==> config.mk <==
export PLATFORM = sky130hd
export DESIGN_NAME = aurora_scan_session_ctrl
export DESIGN_NICKNAME = d
export VERILOG_FILES = /design/src/rtl/aurora_scan_session_ctrl.sv
export SDC_FILE = /design/constraint.sdc
export NUM_CORES = 1
export LEC_CHECK = 0
export CORE_MARGIN = 3
export CORE_UTILIZATION = 55
export CTS_CLUSTER_SIZE = 28
export DETAILED_ROUTE_END_ITERATION = 8
export PLACE_DENSITY = 0.95
export SLEW_MARGIN = 5
export SYNTH_ARGS = -nofsm -noshare
export SYNTH_HDL_FRONTEND = slang
export SYNTH_SLANG_ARGS = --single-unit
==> constraint.sdc <==
create_clock -name aurora_clk_i -period 7 [get_ports aurora_clk_i]
set_clock_uncertainty 0.1 [all_clocks]
set_input_delay 1.75 -clock aurora_clk_i [delete_from_list [all_inputs] [get_ports aurora_clk_i]]
set_output_delay 1.75 -clock aurora_clk_i [all_outputs]
set_load 0.01 [all_outputs]
==> src/rtl/aurora_scan_session_ctrl.sv <==
// aurora_scan_session_ctrl: Aurora-side scan session framer. Turns the scan-start
//   level into a framed TX stream (header, fixed-length data packets, padding,
//   tail) and returns a stretched adc_end_o pulse for the pulse CDC.
// Ports: aurora_clk_i/rst_i (sync, active-high); adc_start_i/adc_data_i/adc_valid_i
//   from the ADC side (no backpressure); tx_data_o/tx_valid_o/tx_ready_i/tx_last_o
//   toward Aurora TX; adc_end_o, scan_active_o, scan_id_o, drop_cnt_o status.
// Optional feature macro: SCAN_DROP_CNT_EN (dropped-sample counter; 0 when undefined).
module aurora_scan_session_ctrl #(
  parameter real               TCQ           = 0.1,
  parameter int                DATA_W        = 32,
  parameter int                PKT_LEN       = 256,
  parameter logic [DATA_W-1:0] PAD_WORD      = '0,
  parameter int                END_PULSE_CYC = 4
) (
  input  logic              aurora_clk_i,
  input  logic              rst_i,
  input  logic              adc_start_i,
  input  logic [DATA_W-1:0] adc_data_i,
  input  logic              adc_valid_i,
  output logic [DATA_W-1:0] tx_data_o,
  output logic              tx_valid_o,
  input  logic              tx_ready_i,
  output logic              tx_last_o,
  output logic              adc_end_o,
  output logic              scan_active_o,
  output logic [15:0]       scan_id_o,
  output logic [15:0]       drop_cnt_o
);

  // TCQ only models clock-to-Q in behavioural sims; the synthesizable registers
  // carry no delay, so it is only range-checked here.
  if (DATA_W < 24 || PKT_LEN < 2 || PKT_LEN > 65535 ||
      END_PULSE_CYC < 2 || END_PULSE_CYC > 15 || TCQ < 0.0) begin : g_bad_param
    $error("aurora_scan_session_ctrl: parameter out of range");
  end

  localparam logic [15:0] LAST_IDX = 16'(PKT_LEN - 1);
  localparam logic [3:0]  END_LAST = 4'(END_PULSE_CYC - 1);

  typedef enum logic [2:0] {
    S_IDLE, S_HEAD, S_DATA, S_DRAIN, S_PAD, S_TAIL, S_END
  } state_t;

  state_t            state, next_state;
  logic              start_d;
  logic              rise;
  logic [DATA_W-1:0] hold;
  logic              hold_v;
  logic [15:0]       word_cnt;
  logic [15:0]       pkt_cnt;
  logic [15:0]       scan_id;
  logic [3:0]        end_cnt;
  logic              load;
  logic              hs;
  logic              pkt_done;
  logic [DATA_W-1:0] hdr_word;
  logic [DATA_W-1:0] tail_word;

  assign rise     = adc_start_i & ~start_d;
  assign pkt_done = (word_cnt == LAST_IDX);
  assign hs       = tx_valid_o & tx_ready_i;

  always_comb begin
    hdr_word                   = '0;
    hdr_word[DATA_W-1 -: 8]    = 8'hA5;
    hdr_word[15:0]             = scan_id;
    tail_word                  = '0;
    tail_word[DATA_W-1 -: 8]   = 8'h5A;
    tail_word[15:0]            = pkt_cnt;
  end

  always_ff @(posedge aurora_clk_i) begin
    if (rst_i) state <= S_IDLE;
    else       state <= next_state;
  end

  always_comb begin
    next_state = state;
    tx_valid_o = 1'b0;
    tx_data_o  = '0;
    tx_last_o  = 1'b0;
    adc_end_o  = 1'b0;
    load       = 1'b0;
    case (state)
      S_IDLE: if (rise) next_state = S_HEAD;
      S_HEAD: begin
        tx_valid_o = 1'b1;
        tx_data_o  = hdr_word;
        if (tx_ready_i) next_state = S_DATA;
      end
      S_DATA: begin
        tx_valid_o = hold_v;
        tx_data_o  = hold;
        tx_last_o  = hold_v & pkt_done;
        // The holding register refills in the same cycle it is drained.
        load       = adc_valid_i & (~hold_v | tx_ready_i);
        if (!adc_start_i) next_state = S_DRAIN;
      end
      S_DRAIN: begin
        tx_valid_o = hold_v;
        tx_data_o  = hold;
        tx_last_o  = hold_v & pkt_done;
        if (!hold_v) next_state = (word_cnt == '0) ? S_TAIL : S_PAD;
      end
      S_PAD: begin
        tx_valid_o = 1'b1;
        tx_data_o  = PAD_WORD;
        tx_last_o  = pkt_done;
        if (tx_ready_i && pkt_done) next_state = S_TAIL;
      end
      S_TAIL: begin
        tx_valid_o = 1'b1;
        tx_data_o  = tail_word;
        tx_last_o  = 1'b1;
        if (tx_ready_i) next_state = S_END;
      end
      S_END: begin
        adc_end_o = 1'b1;
        if (end_cnt == END_LAST) next_state = S_IDLE;
      end
      default: next_state = S_IDLE;
    endcase
  end

  always_ff @(posedge aurora_clk_i) begin
    if (rst_i) begin
      start_d  <= 1'b0;
      hold     <= '0;
      hold_v   <= 1'b0;
      word_cnt <= '0;
      pkt_cnt  <= '0;
      scan_id  <= '0;
      end_cnt  <= '0;
    end else begin
      start_d <= adc_start_i;

      if (load) begin
        hold   <= adc_data_i;
        hold_v <= 1'b1;
      end else if (hs && (state == S_DATA || state == S_DRAIN)) begin
        hold_v <= 1'b0;
      end

      if (state == S_HEAD && hs) begin
        word_cnt <= '0;
        pkt_cnt  <= '0;
      end else if (hs && (state == S_DATA || state == S_DRAIN || state == S_PAD)) begin
        if (pkt_done) begin
          word_cnt <= '0;
          pkt_cnt  <= pkt_cnt + 16'd1;
        end else begin
          word_cnt <= word_cnt + 16'd1;
        end
      end

      if (state == S_TAIL && hs) scan_id <= scan_id + 16'd1;

      if (state == S_END) end_cnt <= end_cnt + 4'd1;
      else                end_cnt <= '0;
    end
  end

`ifdef SCAN_DROP_CNT_EN
  logic [15:0] drop_cnt;
  logic        drop;

  // Only DATA can drop; DRAIN ignores samples outright.
  assign drop = (state == S_DATA) & adc_valid_i & ~load;

  always_ff @(posedge aurora_clk_i) begin
    if (rst_i)                           drop_cnt <= '0;
    else if (state == S_HEAD && hs)      drop_cnt <= '0;
    else if (drop && drop_cnt != 16'hFFFF) drop_cnt <= drop_cnt + 16'd1;
  end

  assign drop_cnt_o = drop_cnt;
`else
  assign drop_cnt_o = '0;
`endif

  assign scan_active_o = (state != S_IDLE) && (state != S_END);
  assign scan_id_o     = scan_id;

endmodule

== Yosys cells after proc, flatten, opt, wreduce, memory -nomap -nowiden ==
Index checks and enable logic that the tools add are counted.
Storage, ports and cells
  flip-flop bits (word level): 89
  bits in latches: 0
  memory bits (writable): 0
  bits in read-only memories: 0
  input port bits: 37
  output and inout bits: 68
  logic and storage cells: 71
  memories: 0
Operators by class
  add/sub/neg operators: 4
  $mul: 0
  divide/modulo/power cells: 0
  magnitude comparators: 0
  eq/ne operators: 16
  shift operators: 0
  muxes and demuxes: 17
  bitwise gates (word level): 8
  reduce and logical (&&, ||, !) cells: 18
Operators with widths (number)
  32-bit case mux with 3 select lines: 1
  16-bit by 1-bit adder with 16-bit output (second input constant): 3
  3-bit two-way mux: 7
  3-bit case mux with 7 select lines: 1
  16-bit by 8-bit equality test with 1-bit output (second input constant): 1
  16-bit zero test: 1
  16-bit two-way mux: 1
  2-bit inequality test (second input constant): 7
  3-bit equality test (second input constant): 3
  7-bit AND reduction: 1
  3-bit by 2-bit equality test with 1-bit output (second input constant): 2
  1-bit logical AND: 6
  2-bit OR reduction: 3
  1-bit two-way mux: 5
  4-bit by 1-bit adder with 4-bit output (second input constant): 1
  1-bit AND: 4
  4-bit by 2-bit equality test with 1-bit output (second input constant): 1
  3-bit by 1-bit equality test with 1-bit output (second input constant): 1
  3-bit zero test: 1
  3-bit inequality test (second input constant): 1
  1-bit inverter: 3
  1-bit case mux with 3 select lines: 1
  3-bit nonzero test: 1
  3-bit OR reduction: 1
  other kinds (5): 6

== Depth between registers and ports, before layout ==
  word-level depth: 7
  depth in mapped cells: 12
  gate-level depth less buffers: 7

== Worst setup path after synthesis ==
Ideal clock, no wire load.
  kind: flip-flop to output port
  start point: register state[2]
  end point: output port tx_data_o[10]
  arrival: 1936 ps
  data required time: 5150 ps
  setup slack: 3214 ps
  cell stages (with the launch flop): 11
  buffers on the path: 5
  cells stage by stage: dfxtp_1 -> buf_2 -> buf_1 -> inv_1 -> ha_1 -> buf_2 -> and2_1 -> buf_2 -> buf_2 -> a22oi_1 -> o22ai_1
On the way
  word-level cells in the longest chain between the ends: 3
  elaborated cells between the ends (all ways): 6
  classes of those cells: eq/ne: 4; mux: 1; reduce/logical: 1
RTL lines
  from (decl): RTL line 44  | state_t state, next_state;
  from (signal assigned): RTL line 74  | else state <= next_state;
  3-bit by 2-bit equality test with 1-bit output: RTL line 84  | case (state)
  2-bit OR reduction (no source line)
  32-bit case mux with 3 select lines (*): RTL line 84
  to (decl): RTL line 20  | output logic [DATA_W-1:0] tx_data_o,
Every way passes the cells marked *; elsewhere a longest branch is shown, timed or not.

== Worst setup path after layout ==
  start point: register state[2]
  end point: output port tx_data_o[0]
Same word-level chain as after synthesis.

==> results list <==
- STA puts the critical path data required time at 5.15 ns.
- Max Slew Vio Count: 0
* Cell-by-cell listing of the critical path: inv_1 -> ha_1 -> and2_1 -> a22oi_1 -> o22ai_1 -> clkdlybuf4s50_1
* Cell area after layout: 5670 um2
* Overall track demand over capacity in global routing: 26.3%
- In this run the tightest slew margin relative to its limit is 15.5%.
* Detailed Place HPWL: 8820 um
- Dividing total power by cell area gives a power density of 247 nW/um2.
- Crit path max-delay cell type: sky130_fd_sc_hd__ha_1
- In this run the static leakage power is 1.93 nW.
- Setup TNS: 0 ns
- Post-synthesis instance area: 4670 um2
- Vias after detailed routing: 4637
* Sink count of the clock tree: 89
- Minimum period implied by the final worst setup slack: 5.85 ns
- The die is 98.1 um tall.
* Post CTS Setup Buffer Count: 0
- The analysis attributes to net switching a power of 509 uW.
- Clock buffer depth: 2
* First-pass GRT wire length: 21200 um
- The post-route netlist has 4.58% of its cells at a drive strength greater than 1.
- Minimum setup slack after placement: 1.63 ns
- The die covers 9630 um2.
* Primary FF master, synth: sky130_fd_sc_hd__dfxtp_1
* Layout overhead on the synthesized area: 21.4%
* Max Fclk: 171 MHz
- The initial utilization of the core area, before any placement, comes to 58.6%.
* Int Pwr: 889 uW
* Synth Register Bits: 89
- TritonCTS buffer count: 9
- TritonRoute pass-1 iters: 8
- Max H-tree Level: 3
- The path class of the tightest hold or removal check is reg -> reg.
- The clock reaches the later pin of the worst-skew pair after 0.36 ns.
- The Yosys step of the flow raised 0 warnings.
* Clock tree from TritonCTS: built
- 105 I/O pins were placed.
- Global routing finished with a remaining overflow of 0.
- Critical path launch point type: flop
* Maximum number of pins on one net before global-route repair: 58
- Async set-or-reset flop fraction in the synthesized netlist: 0%
* Clock transition at path regs: 0.10 ns
- Routed wire length: 13000 um
* IO buf count: 88
* Count of maximum capacitance violations: 0
- Number of endpoints with negative hold slack in the final report: 0
- Sequential cell area: 1780 um2
- Using the TritonRoute via totals, the vias-per-cell ratio works out to 6.13.
- EDFF count, synth: 0
* Total instance count after detailed placement: 741
- Multi-input gate area: 2610 um2
- In this run the critical register-to-register path is launched from state[2].
- After detailed routing, the number of remaining DRC violations is 1.
- The floorplan step defined a core boundary enclosing 7970 um2.
- Synthesis handed over a netlist of 592 instances.
- Failing checks: design-rule violations
- Sequential fraction of the synthesis area: 38.2%
- Run status: finished with violations
- The number of antenna violations at the first check in global routing is 0.
- DR iter-0 viols: 440
- In the layout the commonest cells are sky130_fd_sc_hd__nand2_1, sky130_fd_sc_hd__dfxtp_1, sky130_fd_sc_hd__clkdlybuf4s50_1.
* Unrepaired setup endpoints after global routing: no
* Synth unique cells: 47
- Vias in the first global route: 4542
- Count of hold buffers inserted by post-cts repair: 0
* Width of the die: 98.1 um
- Grouping stages by cell kind, the critical path spends the most delay in adder cells.
- Part of the total power dissipated in sequential elements: 43.2%
- Counting both buffers and inverters, the worst setup path holds a total of 2.
- For the pin with the worst max-slew slack, the measured transition is 1.27 ns.
* Most common cell after layout, fill and taps aside: sky130_fd_sc_hd__nand2_1
- For this run, the post-layout net count is 695.
- Number of nets with antenna violations after detailed routing: 0
- Data arrives at the worst endpoint at 4.00 ns.
* Final cell count without fillers: 757
* Clock Power Share: 29.2%
- Startpoint of the worst setup timing path: state[2]
- The worst-case IR drop observed on VDD is 0.000109 V.
- Post-CTS repair changed the size of 0 cells.
- Of all nets on the critical path, the largest fanout is 57.
* DR WL/cell: 17.2 um
- Type of the worst setup path: reg -> out
- At the end of routability-driven placement, the weighted congestion stood at 0.865.
* Number of failing setup endpoints in the final timing report: 0
- Startpoint of the lowest-slack hold path: hold[22]
* Cell chosen for the clock root: sky130_fd_sc_hd__clkbuf_8
- Cell Rows: 32
- On the worst path, the slowest cell contributes a delay of 1.02 ns.
* Combinational group share of total power: 27.7%
- After detailed placement, the total cell area comes to 5440 um2.
- After layout, the worst setup slack is 1.15 ns.
- Switching Fraction: 36.4%
* Final Cycle Share: 83.6%
* Antenna diodes: 0
- Worst Setup End Kind: primary output
* Syn avg cell area: 7.89 um2
* Final-layout fill cell count: 588
-- registers in the layout, summed over array words and instances (netlist names) --
| register | flops |
|---|---|
| hold | 32 |
| pkt_cnt | 16 |
| scan_id_o | 16 |
| word_cnt | 16 |
| end_cnt | 4 |
| state | 3 |
| hold_v | 1 |
| start_d | 1 |
-- cell usage after synthesis, types with 2 or more instances --
master	n	area [um2]
sky130_fd_sc_hd__nor4_4	2	42.5
sky130_fd_sc_hd__nand4_1	19	119
sky130_fd_sc_hd__o21ai_0	15	75.1
sky130_fd_sc_hd__and4_1	7	61.3
sky130_fd_sc_hd__nand4b_1	2	17.5
sky130_fd_sc_hd__dfxtp_1	89	1780
sky130_fd_sc_hd__o21ai_2	2	17.5
sky130_fd_sc_hd__xnor2_1	14	123
sky130_fd_sc_hd__inv_1	6	22.5
sky130_fd_sc_hd__or3_1	10	62.6
sky130_fd_sc_hd__xor2_1	24	210
sky130_fd_sc_hd__buf_4	18	135
sky130_fd_sc_hd__buf_1	4	15.0
sky130_fd_sc_hd__and3_1	17	106
sky130_fd_sc_hd__and2_1	5	31.3
sky130_fd_sc_hd__o22ai_1	16	100
sky130_fd_sc_hd__a21oi_1	53	265
sky130_fd_sc_hd__o21ai_1	2	10.0
sky130_fd_sc_hd__mux2i_1	4	40.0
sky130_fd_sc_hd__nand3_1	21	105
sky130_fd_sc_hd__buf_2	13	65.1
sky130_fd_sc_hd__clkbuf_1	22	82.6
sky130_fd_sc_hd__a22oi_1	32	240
sky130_fd_sc_hd__nor3_1	7	35.0
sky130_fd_sc_hd__nand2b_1	5	31.3
sky130_fd_sc_hd__ha_1	8	100
sky130_fd_sc_hd__nand2_1	89	334
sky130_fd_sc_hd__a211oi_1	2	15.0
sky130_fd_sc_hd__nor4_1	3	18.8
sky130_fd_sc_hd__nor2_1	61	229
sky130_fd_sc_hd__nor2b_1	4	25.0
-- area by class of cell --
class | count | share of cell area [%]
Inverter | 6 | 0.397
Timing Repair Buffer | 90 | 15.7
Multi-Input combinational cell | 454 | 46.1
Clock buffer | 9 | 2.19
Sequential cell | 89 | 31.5
Tap cell | 102 | 2.25
Clock inverter | 7 | 1.88
-- power groups by stage --
stage	Combinational, mW	Clock (mW)	Sequential (mW)
after floorplan	0.301	0	0.561
after global placement	0.368	0	0.608
after detailed placement	0.378	0	0.613
after CTS	0.382	0.412	0.601
after global routing	0.420	0.433	0.609
final	0.387	0.408	0.604
-- kinds of logic (layout without fill, tap and decap cells) --
| family | count (synthesis) | after routing | share of synthesized area (%) |
|---|---|---|---|
| and+or+nand+nor | 260 | 260 | 27.8 |
| AOI/OAI and AO/OA | 128 | 128 | 16.7 |
| DFF | 89 | 89 | 38.2 |
| buffers and inverters | 64 | 112 | 7.10 |
| xor gates and xnor gates | 38 | 38 | 7.13 |
| adders and majority gates | 8 | 8 | 2.14 |
| muxes | 4 | 4 | 0.857 |
| other | 1 | 16 | 0.0803 |
-- worst paths after layout --
kind / endpoint / slack [ns] / cells past startpoint
max: tx_data_o[0] / 1.15 / 6
min: hold[22] / 0.36 / 2
max reg2reg: word_cnt[13] / 3.29 / 7
min reg2reg: hold[22] / 0.36 / 2
-- stage by stage --
step | util [%] | total power [mW] | hold WS [ns]
after floorplan | - | 0.862 | 0.318
after global placement | 68.2 | 0.976 | 0.330
after detailed placement | 68.2 | 0.991 | 0.345
after CTS | 71.1 | 1.39 | 0.360
after global routing | 71.1 | 1.46 | 0.394
final | 71.1 | 1.40 | 0.358
-- layer usage --
layer / track usage, % / vias up / share of wire (%)
met1: 32.9 / 2147 / 38
met2: 44.9 / 300 / 49
met4: 8.61 / 0 / 2.3
li1: - / 2153 / -
met3: 5.86 / 37 / 11
met5: 0 / - / 0
-- worst reg2reg max path, delay by kind of cell, from the launching register on --
| kind | cells | cell delay, ns |
|---|---|---|
| fa+ha+maj | 1 | 1.02 |
| compound gates | 1 | 0.81 |
| flops | 1 | 0.64 |
| simple gates | 2 | 0.31 |
| mux | 1 | 0.30 |
| buf+inv | 1 | 0.21 |
| xor+xnor | 1 | 0.20 |
Note: power is estimated with default switching activity, not from simulation.
